## src/rtl/uart_tx_arbiter_pkg.sv

```systemverilog
// Shared definitions for the UART transmit-path arbiter.
//   state_t    : arbiter FSM states (IDLE, HDR, XFER)
//   HDR_MAGIC  : upper nibble of the optional per-packet header byte
//   clog2      : width helper for grant index and stall counter (min 1)
// The HDR state is only reachable when UART_ARB_HDR_EN is defined.
package uart_tx_arbiter_pkg;

    typedef enum logic [1:0] {
        ST_IDLE = 2'd0,
        ST_HDR  = 2'd1,
        ST_XFER = 2'd2
    } state_t;

    localparam logic [3:0] HDR_MAGIC = 4'hA;

    function automatic int unsigned clog2(input int unsigned v);
        int unsigned r;
        r = 0;
        for (int unsigned i = 0; i < 32; i++) begin
            if ((64'd1 << i) < 64'(v)) begin
                r = i + 1;
            end
        end
        if (r == 0) begin
            r = 1;
        end
        return r;
    endfunction

endpackage

```

## src/rtl/uart_tx_arbiter_if.sv

```systemverilog
// Client-side streams plus the UART TX FIFO write port, bundled together.
//   req_valid/req_data/req_last : per-client byte streams (client i at [i*D_bits +: D_bits])
//   req_ready                   : per-client beat acceptance
//   w_data/wr_uart              : TX FIFO din / wr_en
//   tx_full                     : TX FIFO full
// slave  : arbiter view.  master : clients + FIFO view.
interface uart_tx_arbiter_if #(
    parameter int unsigned N_REQ  = 4,
    parameter int unsigned D_bits = 8
);
    logic [N_REQ-1:0]        req_valid;
    logic [N_REQ*D_bits-1:0] req_data;
    logic [N_REQ-1:0]        req_last;
    logic [N_REQ-1:0]        req_ready;
    logic [D_bits-1:0]       w_data;
    logic                    wr_uart;
    logic                    tx_full;

    modport slave (
        input  req_valid, req_data, req_last, tx_full,
        output req_ready, w_data, wr_uart
    );

    modport master (
        output req_valid, req_data, req_last, tx_full,
        input  req_ready, w_data, wr_uart
    );
endinterface

```

## src/rtl/uart_tx_arbiter_rr_arbiter.sv

```systemverilog
// Combinational rotating-priority encoder.
//   req     : request vector
//   rr_ptr  : last served client; search starts at rr_ptr+1 (mod N_REQ)
//   gnt_idx : index of the first requester found
//   gnt_vld : any request present
module uart_tx_arbiter_rr_arbiter
    import uart_tx_arbiter_pkg::*;
#(
    parameter int unsigned N_REQ = 4
) (
    input  logic [N_REQ-1:0]        req,
    input  logic [clog2(N_REQ)-1:0] rr_ptr,
    output logic [clog2(N_REQ)-1:0] gnt_idx,
    output logic                    gnt_vld
);
    localparam int unsigned GW = clog2(N_REQ);

    // Offset i walks the priority order; only one client j matches each offset.
    always_comb begin
        gnt_idx = '0;
        gnt_vld = 1'b0;
        for (int unsigned i = 0; i < N_REQ; i++) begin
            for (int unsigned j = 0; j < N_REQ; j++) begin
                if (!gnt_vld && req[j] && (j == (32'(rr_ptr) + i + 1) % N_REQ)) begin
                    gnt_vld = 1'b1;
                    gnt_idx = GW'(j);
                end
            end
        end
    end
endmodule

```

## src/rtl/uart_tx_arbiter.sv

```systemverilog
// Shares the UART TX FIFO write port among N_REQ packet-streaming clients.
// Grants rotate round-robin and are held until the last byte of a packet is
// accepted or the granted client goes TIMEOUT cycles without valid data.
//   clk, reset : clock, synchronous active-high reset
//   bus        : uart_tx_arbiter_if.slave (client streams + TX FIFO port)
//   grant_id   : current owner (meaningful while busy)
//   busy       : grant held
//   abort      : one-cycle pulse when a grant is revoked by timeout
// Optional feature: define UART_ARB_HDR_EN to prefix each packet with a
// header byte {HDR_MAGIC, grant_id}.
module uart_tx_arbiter
    import uart_tx_arbiter_pkg::*;
#(
    parameter int unsigned N_REQ   = 4,
    parameter int unsigned D_bits  = 8,
    parameter int unsigned TIMEOUT = 1024
) (
    input  logic                    clk,
    input  logic                    reset,
    uart_tx_arbiter_if.slave        bus,
    output logic [clog2(N_REQ)-1:0] grant_id,
    output logic                    busy,
    output logic                    abort
);
    localparam int unsigned GW = clog2(N_REQ);
    localparam int unsigned SW = clog2(TIMEOUT);

    state_t        state_q,  state_d;
    logic [GW-1:0] grant_q,  grant_d;
    logic [GW-1:0] rr_ptr_q, rr_ptr_d;
    logic [SW-1:0] stall_q,  stall_d;
    logic          abort_q,  abort_d;

    logic [GW-1:0]     arb_idx;
    logic              arb_vld;
    logic              g_valid;
    logic              g_last;
    logic [D_bits-1:0] g_data;

    uart_tx_arbiter_rr_arbiter #(.N_REQ(N_REQ)) u_rr (
        .req     (bus.req_valid),
        .rr_ptr  (rr_ptr_q),
        .gnt_idx (arb_idx),
        .gnt_vld (arb_vld)
    );

    // Select the granted client's stream.
    always_comb begin
        g_valid = 1'b0;
        g_last  = 1'b0;
        g_data  = '0;
        for (int unsigned i = 0; i < N_REQ; i++) begin
            if (grant_q == GW'(i)) begin
                g_valid = bus.req_valid[i];
                g_last  = bus.req_last[i];
                g_data  = bus.req_data[i*D_bits +: D_bits];
            end
        end
    end

    always_comb begin
        state_d       = state_q;
        grant_d       = grant_q;
        rr_ptr_d      = rr_ptr_q;
        stall_d       = stall_q;
        abort_d       = 1'b0;
        bus.req_ready = '0;
        bus.wr_uart   = 1'b0;
        bus.w_data    = '0;

        case (state_q)
            ST_IDLE: begin
                stall_d = '0;
                if (arb_vld) begin
                    grant_d = arb_idx;
`ifdef UART_ARB_HDR_EN
                    state_d = ST_HDR;
`else
                    state_d = ST_XFER;
`endif
                end
            end
`ifdef UART_ARB_HDR_EN
            ST_HDR: begin
                bus.w_data = D_bits'({HDR_MAGIC, 4'(grant_q)});
                if (!bus.tx_full) begin
                    bus.wr_uart = 1'b1;
                    state_d     = ST_XFER;
                end
            end
`endif
            ST_XFER: begin
                bus.w_data = g_data;
                // A full FIFO freezes everything, including the stall counter.
                if (!bus.tx_full) begin
                    bus.req_ready = N_REQ'(1) << grant_q;
                    if (g_valid) begin
                        bus.wr_uart = 1'b1;
                        stall_d     = '0;
                        if (g_last) begin
                            rr_ptr_d = grant_q;
                            state_d  = ST_IDLE;
                        end
                    end else if (stall_q == SW'(TIMEOUT - 1)) begin
                        abort_d  = 1'b1;
                        rr_ptr_d = grant_q;
                        stall_d  = '0;
                        state_d  = ST_IDLE;
                    end else begin
                        stall_d = stall_q + 1'b1;
                    end
                end
            end
            default: state_d = ST_IDLE;
        endcase

        // Block any handshake while reset is asserted, even before the state clears.
        if (reset) begin
            bus.req_ready = '0;
            bus.wr_uart   = 1'b0;
            bus.w_data    = '0;
        end
    end

    always_ff @(posedge clk) begin
        if (reset) begin
            state_q  <= ST_IDLE;
            grant_q  <= '0;
            rr_ptr_q <= GW'(N_REQ - 1);
            stall_q  <= '0;
            abort_q  <= 1'b0;
        end else begin
            state_q  <= state_d;
            grant_q  <= grant_d;
            rr_ptr_q <= rr_ptr_d;
            stall_q  <= stall_d;
            abort_q  <= abort_d;
        end
    end

    assign grant_id = grant_q;
    assign busy     = (state_q != ST_IDLE);
    assign abort    = abort_q;
endmodule

```

## src/flat_wrapper.sv

```systemverilog
// flat-port wrapper written by rule: the top's interface ports become plain ports
module uart_tx_arbiter_flat import uart_tx_arbiter_pkg::*;
#(
    parameter int unsigned N_REQ   = 4,
    parameter int unsigned D_bits  = 8,
    parameter int unsigned TIMEOUT = 1024
)
  (clk, reset, grant_id, busy, abort, bus_req_valid, bus_req_data, bus_req_last, bus_tx_full, bus_req_ready, bus_w_data, bus_wr_uart);
  uart_tx_arbiter_if #(.N_REQ(N_REQ), .D_bits(D_bits)) bus_i ();
  input  logic clk;
  input  logic reset;
  output logic [clog2(N_REQ)-1:0] grant_id;
  output logic busy;
  output logic abort;
  input wire logic [$bits(bus_i.req_valid)-1:0] bus_req_valid;
  input wire logic [$bits(bus_i.req_data)-1:0] bus_req_data;
  input wire logic [$bits(bus_i.req_last)-1:0] bus_req_last;
  input wire logic [$bits(bus_i.tx_full)-1:0] bus_tx_full;
  output wire logic [$bits(bus_i.req_ready)-1:0] bus_req_ready;
  output wire logic [$bits(bus_i.w_data)-1:0] bus_w_data;
  output wire logic [$bits(bus_i.wr_uart)-1:0] bus_wr_uart;
  assign bus_i.req_valid = bus_req_valid;
  assign bus_i.req_data = bus_req_data;
  assign bus_i.req_last = bus_req_last;
  assign bus_i.tx_full = bus_tx_full;
  assign bus_req_ready = bus_i.req_ready;
  assign bus_w_data = bus_i.w_data;
  assign bus_wr_uart = bus_i.wr_uart;
  uart_tx_arbiter #(.N_REQ(N_REQ), .D_bits(D_bits), .TIMEOUT(TIMEOUT)) u_core (.clk(clk), .reset(reset), .bus(bus_i), .grant_id(grant_id), .busy(busy), .abort(abort));
endmodule
```

## config.mk

```make
export PLATFORM = sky130hd
export DESIGN_NAME = uart_tx_arbiter_flat
export DESIGN_NICKNAME = d
export VERILOG_FILES = /design/src/rtl/uart_tx_arbiter_pkg.sv /design/src/rtl/uart_tx_arbiter_if.sv /design/src/rtl/uart_tx_arbiter_rr_arbiter.sv /design/src/rtl/uart_tx_arbiter.sv /design/src/flat_wrapper.sv
export SDC_FILE = /design/constraint.sdc
export NUM_CORES = 1
export LEC_CHECK = 0
export BUFFER_PORTS_ARGS = -buffer_cell sky130_fd_sc_hd__buf_2
export CAP_MARGIN = 15
export CORE_ASPECT_RATIO = 0.9
export CORE_MARGIN = 4
export CORE_UTILIZATION = 25
export DETAILED_ROUTE_END_ITERATION = 12
export PLACE_DENSITY = 0.44
export SLEW_MARGIN = 30
export SYNTH_ARGS = -nofsm -noshare
export SYNTH_HDL_FRONTEND = slang
export SYNTH_SLANG_ARGS = --single-unit
```

## constraint.sdc

```tcl
create_clock -name clk -period 3.3 [get_ports clk]
set_input_delay 0.33 -clock clk [delete_from_list [all_inputs] [get_ports clk]]
set_output_delay 0.33 -clock clk [all_outputs]
set_load 0.02 [all_outputs]
```

# Word-level counts from Yosys, hierarchy flattened
# Cells that the tools add are included.
[totals]
ff_bits = 17
in_bits = 43
out_inout_bits = 17
word_cells = 163
[op_classes]
add_sub_neg = 7
eq_ne = 22
n_shift = 1
n_mux = 66
bitwise = 2
n_reduce_logical = 60
[op_table]
columns = ["op", "n"]
rows = [
  ["zero test 32 bit", 4],
  ["2-to-1 mux 8 bit", 6],
  ["2-to-1 mux 2 bit", 22],
  ["logical AND 1 bit", 31],
  ["2-to-1 mux 1 bit", 30],
  ["2-to-1 mux 10 bit", 3],
  ["case mux 10 bit (2 select lines)", 1],
  ["== test 2 bit, first input constant", 8],
  ["zero test 1 bit", 15],
  ["2-to-1 mux 4 bit", 3],
  ["adder 10 x 1 -> 10 bit, second input constant", 1],
  ["== test 10 bit, second input constant", 1],
  ["adder 2 x 1 -> 2 bit, second input constant", 4],
  ["== test 1 x 2 -> 1 bit, first input constant", 4],
  ["AND reduction 4 bit", 2],
  ["== test 2 bit, second input constant", 3],
  ["nonzero test 2 bit", 3],
  ["adder 2 bit, second input constant", 2],
  ["zero test 2 bit", 2],
  ["inequality test 2 bit, second input constant", 2],
  ["case mux 2 bit (2 select lines)", 1],
  ["AND reduction 2 bit", 2],
  ["OR reduction 4 bit", 1],
  ["<< shifter 1 x 2 -> 4 bit, first input constant", 1],
  ["5 further kinds", 6],
]

# Depth between registers and ports, before layout
[depth]
word_depth = 66
ltp_mapped = 6

# Hierarchy
# Synthesis repeated with hierarchy kept, for this count alone.
[unflattened]
hier_cells = 126
hier_area_um2 = 1194.9
[modules_own_cells]
columns = ["module", "n_inst", "cells_per_inst", "area_per_inst_um2", "seq_area_each_um2"]
rows = [
  ["uart_tx_arbiter", 1, 112, 1116.1, 320.3],
  ["uart_tx_arbiter_rr_arbiter", 1, 14, 78.8, 0.0],
]

# Worst setup path after synthesis
# No wires, ideal clock.
[synth_path]
path_kind = "register to register"
from = "reg u_core.grant_q[0], in the netlist u_core.grant_id[0]"
to = "reg u_core.stall_q[6]"
setup_time_ns = 0.071
arrival_ns = 2.044
required_ns = 3.229
setup_slack_ns = 1.185
path_stages_with_launch = 7
n_path_buf = 2
path_cell_list = "dfxtp_1 buf_6 mux4_2 buf_6 or3_1 or3_1 a21oi_1"
[synth_between]
elab_chain_cells = 8
[synth_lines]
columns = ["item", "line", "text"]
rows = [
  ["start: declaration", "uart_tx_arbiter.sv:29", "logic [GW-1:0] grant_q, grant_d;"],
  ["start signal: assignment", "uart_tx_arbiter.sv:134", "grant_q <= grant_d;"],
  ["zero test 2 bit", "uart_tx_arbiter.sv:53", "if (grant_q == GW'(i)) begin"],
  ["2-to-1 mux 1 bit (3 in a row)", "uart_tx_arbiter.sv:53", ""],
  ["2-to-1 mux 1 bit (*)", "uart_tx_arbiter.sv:53", ""],
  ["2-to-1 mux 10 bit (*)", "uart_tx_arbiter.sv:97", "if (g_valid) begin"],
  ["2-to-1 mux 10 bit (*)", "uart_tx_arbiter.sv:95", "if (!bus.tx_full) begin"],
  ["case mux 10 bit (2 select lines) (*)", "uart_tx_arbiter.sv:71", "case (state_q)"],
  ["end signal: assignment", "uart_tx_arbiter.sv:136", "stall_q <= stall_d;"],
  ["end: declaration", "uart_tx_arbiter.sv:31", "logic [SW-1:0] stall_q, stall_d;"],
]
# Mark *: on every way between the ends. The rest lies on a longest branch, timed or not. The select of a mux whose other input is x is not followed.
# A chain may end at the register's enable or synchronous reset.

# Worst setup path in the final report
[layout_path]
from = "reg u_core.grant_q[1], in the netlist u_core.grant_id[1]"
to = "reg u_core.stall_q[5]"
# Same word-level chain as after synthesis.

==> impl_metrics.csv <==
group,metric,value,unit
cts,root_buffer,"clkbuf_8",
placed_design,io_buffers,59,
logic_synthesis,synthesis.nets,184,
logic_synthesis,synth_flop_cell,"dfxtp_1",
floorplanning,start_util,0.260,
sta,fin_crit_sh,0.652,
cts,cts.sinks,16,
global_route,grt_pass1_vias,1160,
cts,cts_buffer_depth,2,
sta,slew_headroom,0.604,
layout,layout-drive-gt1-share,0.359,
pwr,p_leak,0.000687,uW
sta,tightestPinTransition,0.594,ns
setup_path,worstPathRequired,3.48,ns
floorplanning,placementRows,24,
logic_synthesis,synth_seq_cells,16,
routing,drtIter0Drc,94,
sta,whs,0.366,ns
global_route,grt.met2_usage,0.168,
routing,ant_nets,0,
layout,syn_to_final_growth,30.1,%
sta,finalHoldViolCount,0,
layout,fin_cells,260,
setup_path,startpoint_type,"flop",
cts,cts_setup_buffers,0,
routing,vias_per_cell,5.00,
layout,fillers,509,
cts,cts_tree,"built",
cts,cts_max_level,1,
sta,final-setup-viol-count,0,
setup_path,cp.arrival,2.33,ns
logic_synthesis,yosysSeqAreaShare,0.254,
routing,post_drt_wl_per_cell,13.5,um
floorplanning,io-pin-count,60,
floorplanning,core,4860,um2
sta,period_needed,2.15,ns
logic_synthesis,yosysMostFrequentCell,"dfxtp_1",
routing,drc,0,
logic_synthesis,synthArstFlopShare,0,
floorplanning,chipHeight,75.4,um
routing,num_vias,1301,
layout,num_antenna_cells,0,
cts,path_clk_slew,0.06,ns
global_route,grt_max_degree,18,
logic_synthesis,syn_inst,140,
routing,dr.pass1.iters,4,
setup_path,critPathKind,"flop to flop",
global_route,use_met3,0.0389,
cts,cts-resized-gates,0,
placed_design,placed_cells_incl_taps,257,
layout,num-nets-final,241,
cts,postCtsHoldBufs,0,
global_route,grt_pass1_wl,5.22,mm
global_route,grt_usage,0.102,
global_route,grt.met1_usage,0.133,
sta,fin_tns_setup,0,ns
sta,fin_worst_skew,0.00265,ns
placed_design,gp_congestion,0.842,
global_route,overflow,0,
logic_synthesis,synth.area.top_cells,"dfxtp_1 25%, mux4_1 12%, mux4_2 7.1%",
floorplanning,die_w,82.9,um
logic_synthesis,yosysTopAreaCellShare,0.254,
logic_synthesis,ys_types,43,
min_path,hp-class,"input pin to flop",
sta,fmax,0.465,GHz
cts,cts_buffers,3,
sta,drv_slew,0,
setup_path,cp-end-kind,"flop",
pwr,vdd_ir_drop_max,0.111,mV
cts,worstSkewPairLatency,0.25,ns
logic_synthesis,synth-warning-count,0,
logic_synthesis,avgSynthCellArea,9.02,um2
sta,rsz0062_at_grt,"no",
global_route,busiest_layer,"met2",
setup_path,crit_path_max_fanout,17,
pwr,powerDensity,304,nW/um2
routing,drt_wl_total,3.50,mm
logic_synthesis,synth.top_cells.by_count,"16 x dfxtp_1, 14 x nor2b_1, 12 x nand2_1",
placed_design,dp_hpwl,2.74,mm
floorplanning,die-area,6250,um2
logic_synthesis,synth_edf_count,0,
global_route,grt_antenna_before_repair,0,
logic_synthesis,netlist_area,1260,um2
run_status,status,"finished clean",
job,drv_cap,0,
logic_synthesis,synth_top_cell_by_area,"dfxtp_1",
[logic make-up (layout without fill, tap and decap cells)]
kind of cell / after synthesis / count (layout) / synth area share
AO/OA/AOI/OAI: 36 / 36 / 0.199
buffers and inverters: 10 / 65 / 0.0416
AND/OR/NAND/NOR: 63 / 63 / 0.270
XOR/XNOR: 2 / 2 / 0.0139
adder cells (fa/ha/maj): 1 / 1 / 0.00991
multiplexers: 12 / 12 / 0.212
flip-flops: 16 / 16 / 0.254
[layout by cell type, fill, tap and decap left out, drive strengths merged, types with 2 or more instances in the layout]
cell type and n:
clkbuf 3, and3 3, buf 60, a211oi 3, nand3 4, a31oi 6
nor2b 14, nand4 2, mux2i 2, nor3 3, nor2 10, dfxtp 16
a22o 2, or3 2, inv 2, nand2 12, mux4 10, nor4 2
o21ai 5, a311oi 2, a21oi 10, nand2b 2, and2 4
[per-layer routing]
layer / up-vias / share of wire
met4: 0 / 0
li1: 649 / -
met1: 591 / 0.45
met3: 0 / 0.087
met2: 61 / 0.47
met5: - / 0
[stage by stage]
step           utilization  setup WS, ns  instance area [um2]  power, uW
2_1_floorplan            -          1.19                 1260        312
3_3_place_gp         0.329          1.20                 1600        356
3_5_place_dp         0.329          1.11                 1600        358
4_1_cts              0.338          1.09                 1640        505
5_1_grt              0.338         0.886                 1640        524
6_report             0.338          1.15                 1640        499
[layout make-up]
cell class	count	area (um2)	share of cell area
Timing Repair Buffer	60	303	0.184
Clock buffer	3	41.3	0.0251
Sequential cell	16	320	0.195
Tap cell	65	81.3	0.0495
Inverter	2	7.51	0.00457
Multi-Input combinational cell	114	890	0.542
[where the power goes]
part	switching (uW)	total, uW	internal (uW)
combinational	68.9	143	73.7
sequential	11.8	210	199
clock	65.3	146	80.9
total	146	499	353
[sequential cells by signal, summed over array words and instances, names as in the netlist]
name	count
u_core.abort	1
u_core.grant_id	2
u_core.stall_q	10
u_core.state_q	1
u_core.rr_ptr_q	2
[final timing paths]
path / startpoint / end / slack (ns) / depth (start not counted)
worst min register to register: u_core.stall_q[1] / u_core.stall_q[1] / 0.49 / 2
worst max-delay path: u_core.grant_id[1] / u_core.stall_q[5] / 1.15 / 4
worst max register to register: u_core.grant_id[1] / u_core.stall_q[5] / 1.15 / 4
worst min-delay path: reset / u_core.grant_id[1] / 0.37 / 2
[critical path: stages, from the launching register on]
cell      delay (ns)
dfxtp_1         0.70
mux4_2          0.52
a311oi_4        0.51
o21ai_0         0.18
a31oi_1         0.18
No activity file was read; power rests on OpenSTA's default activity.
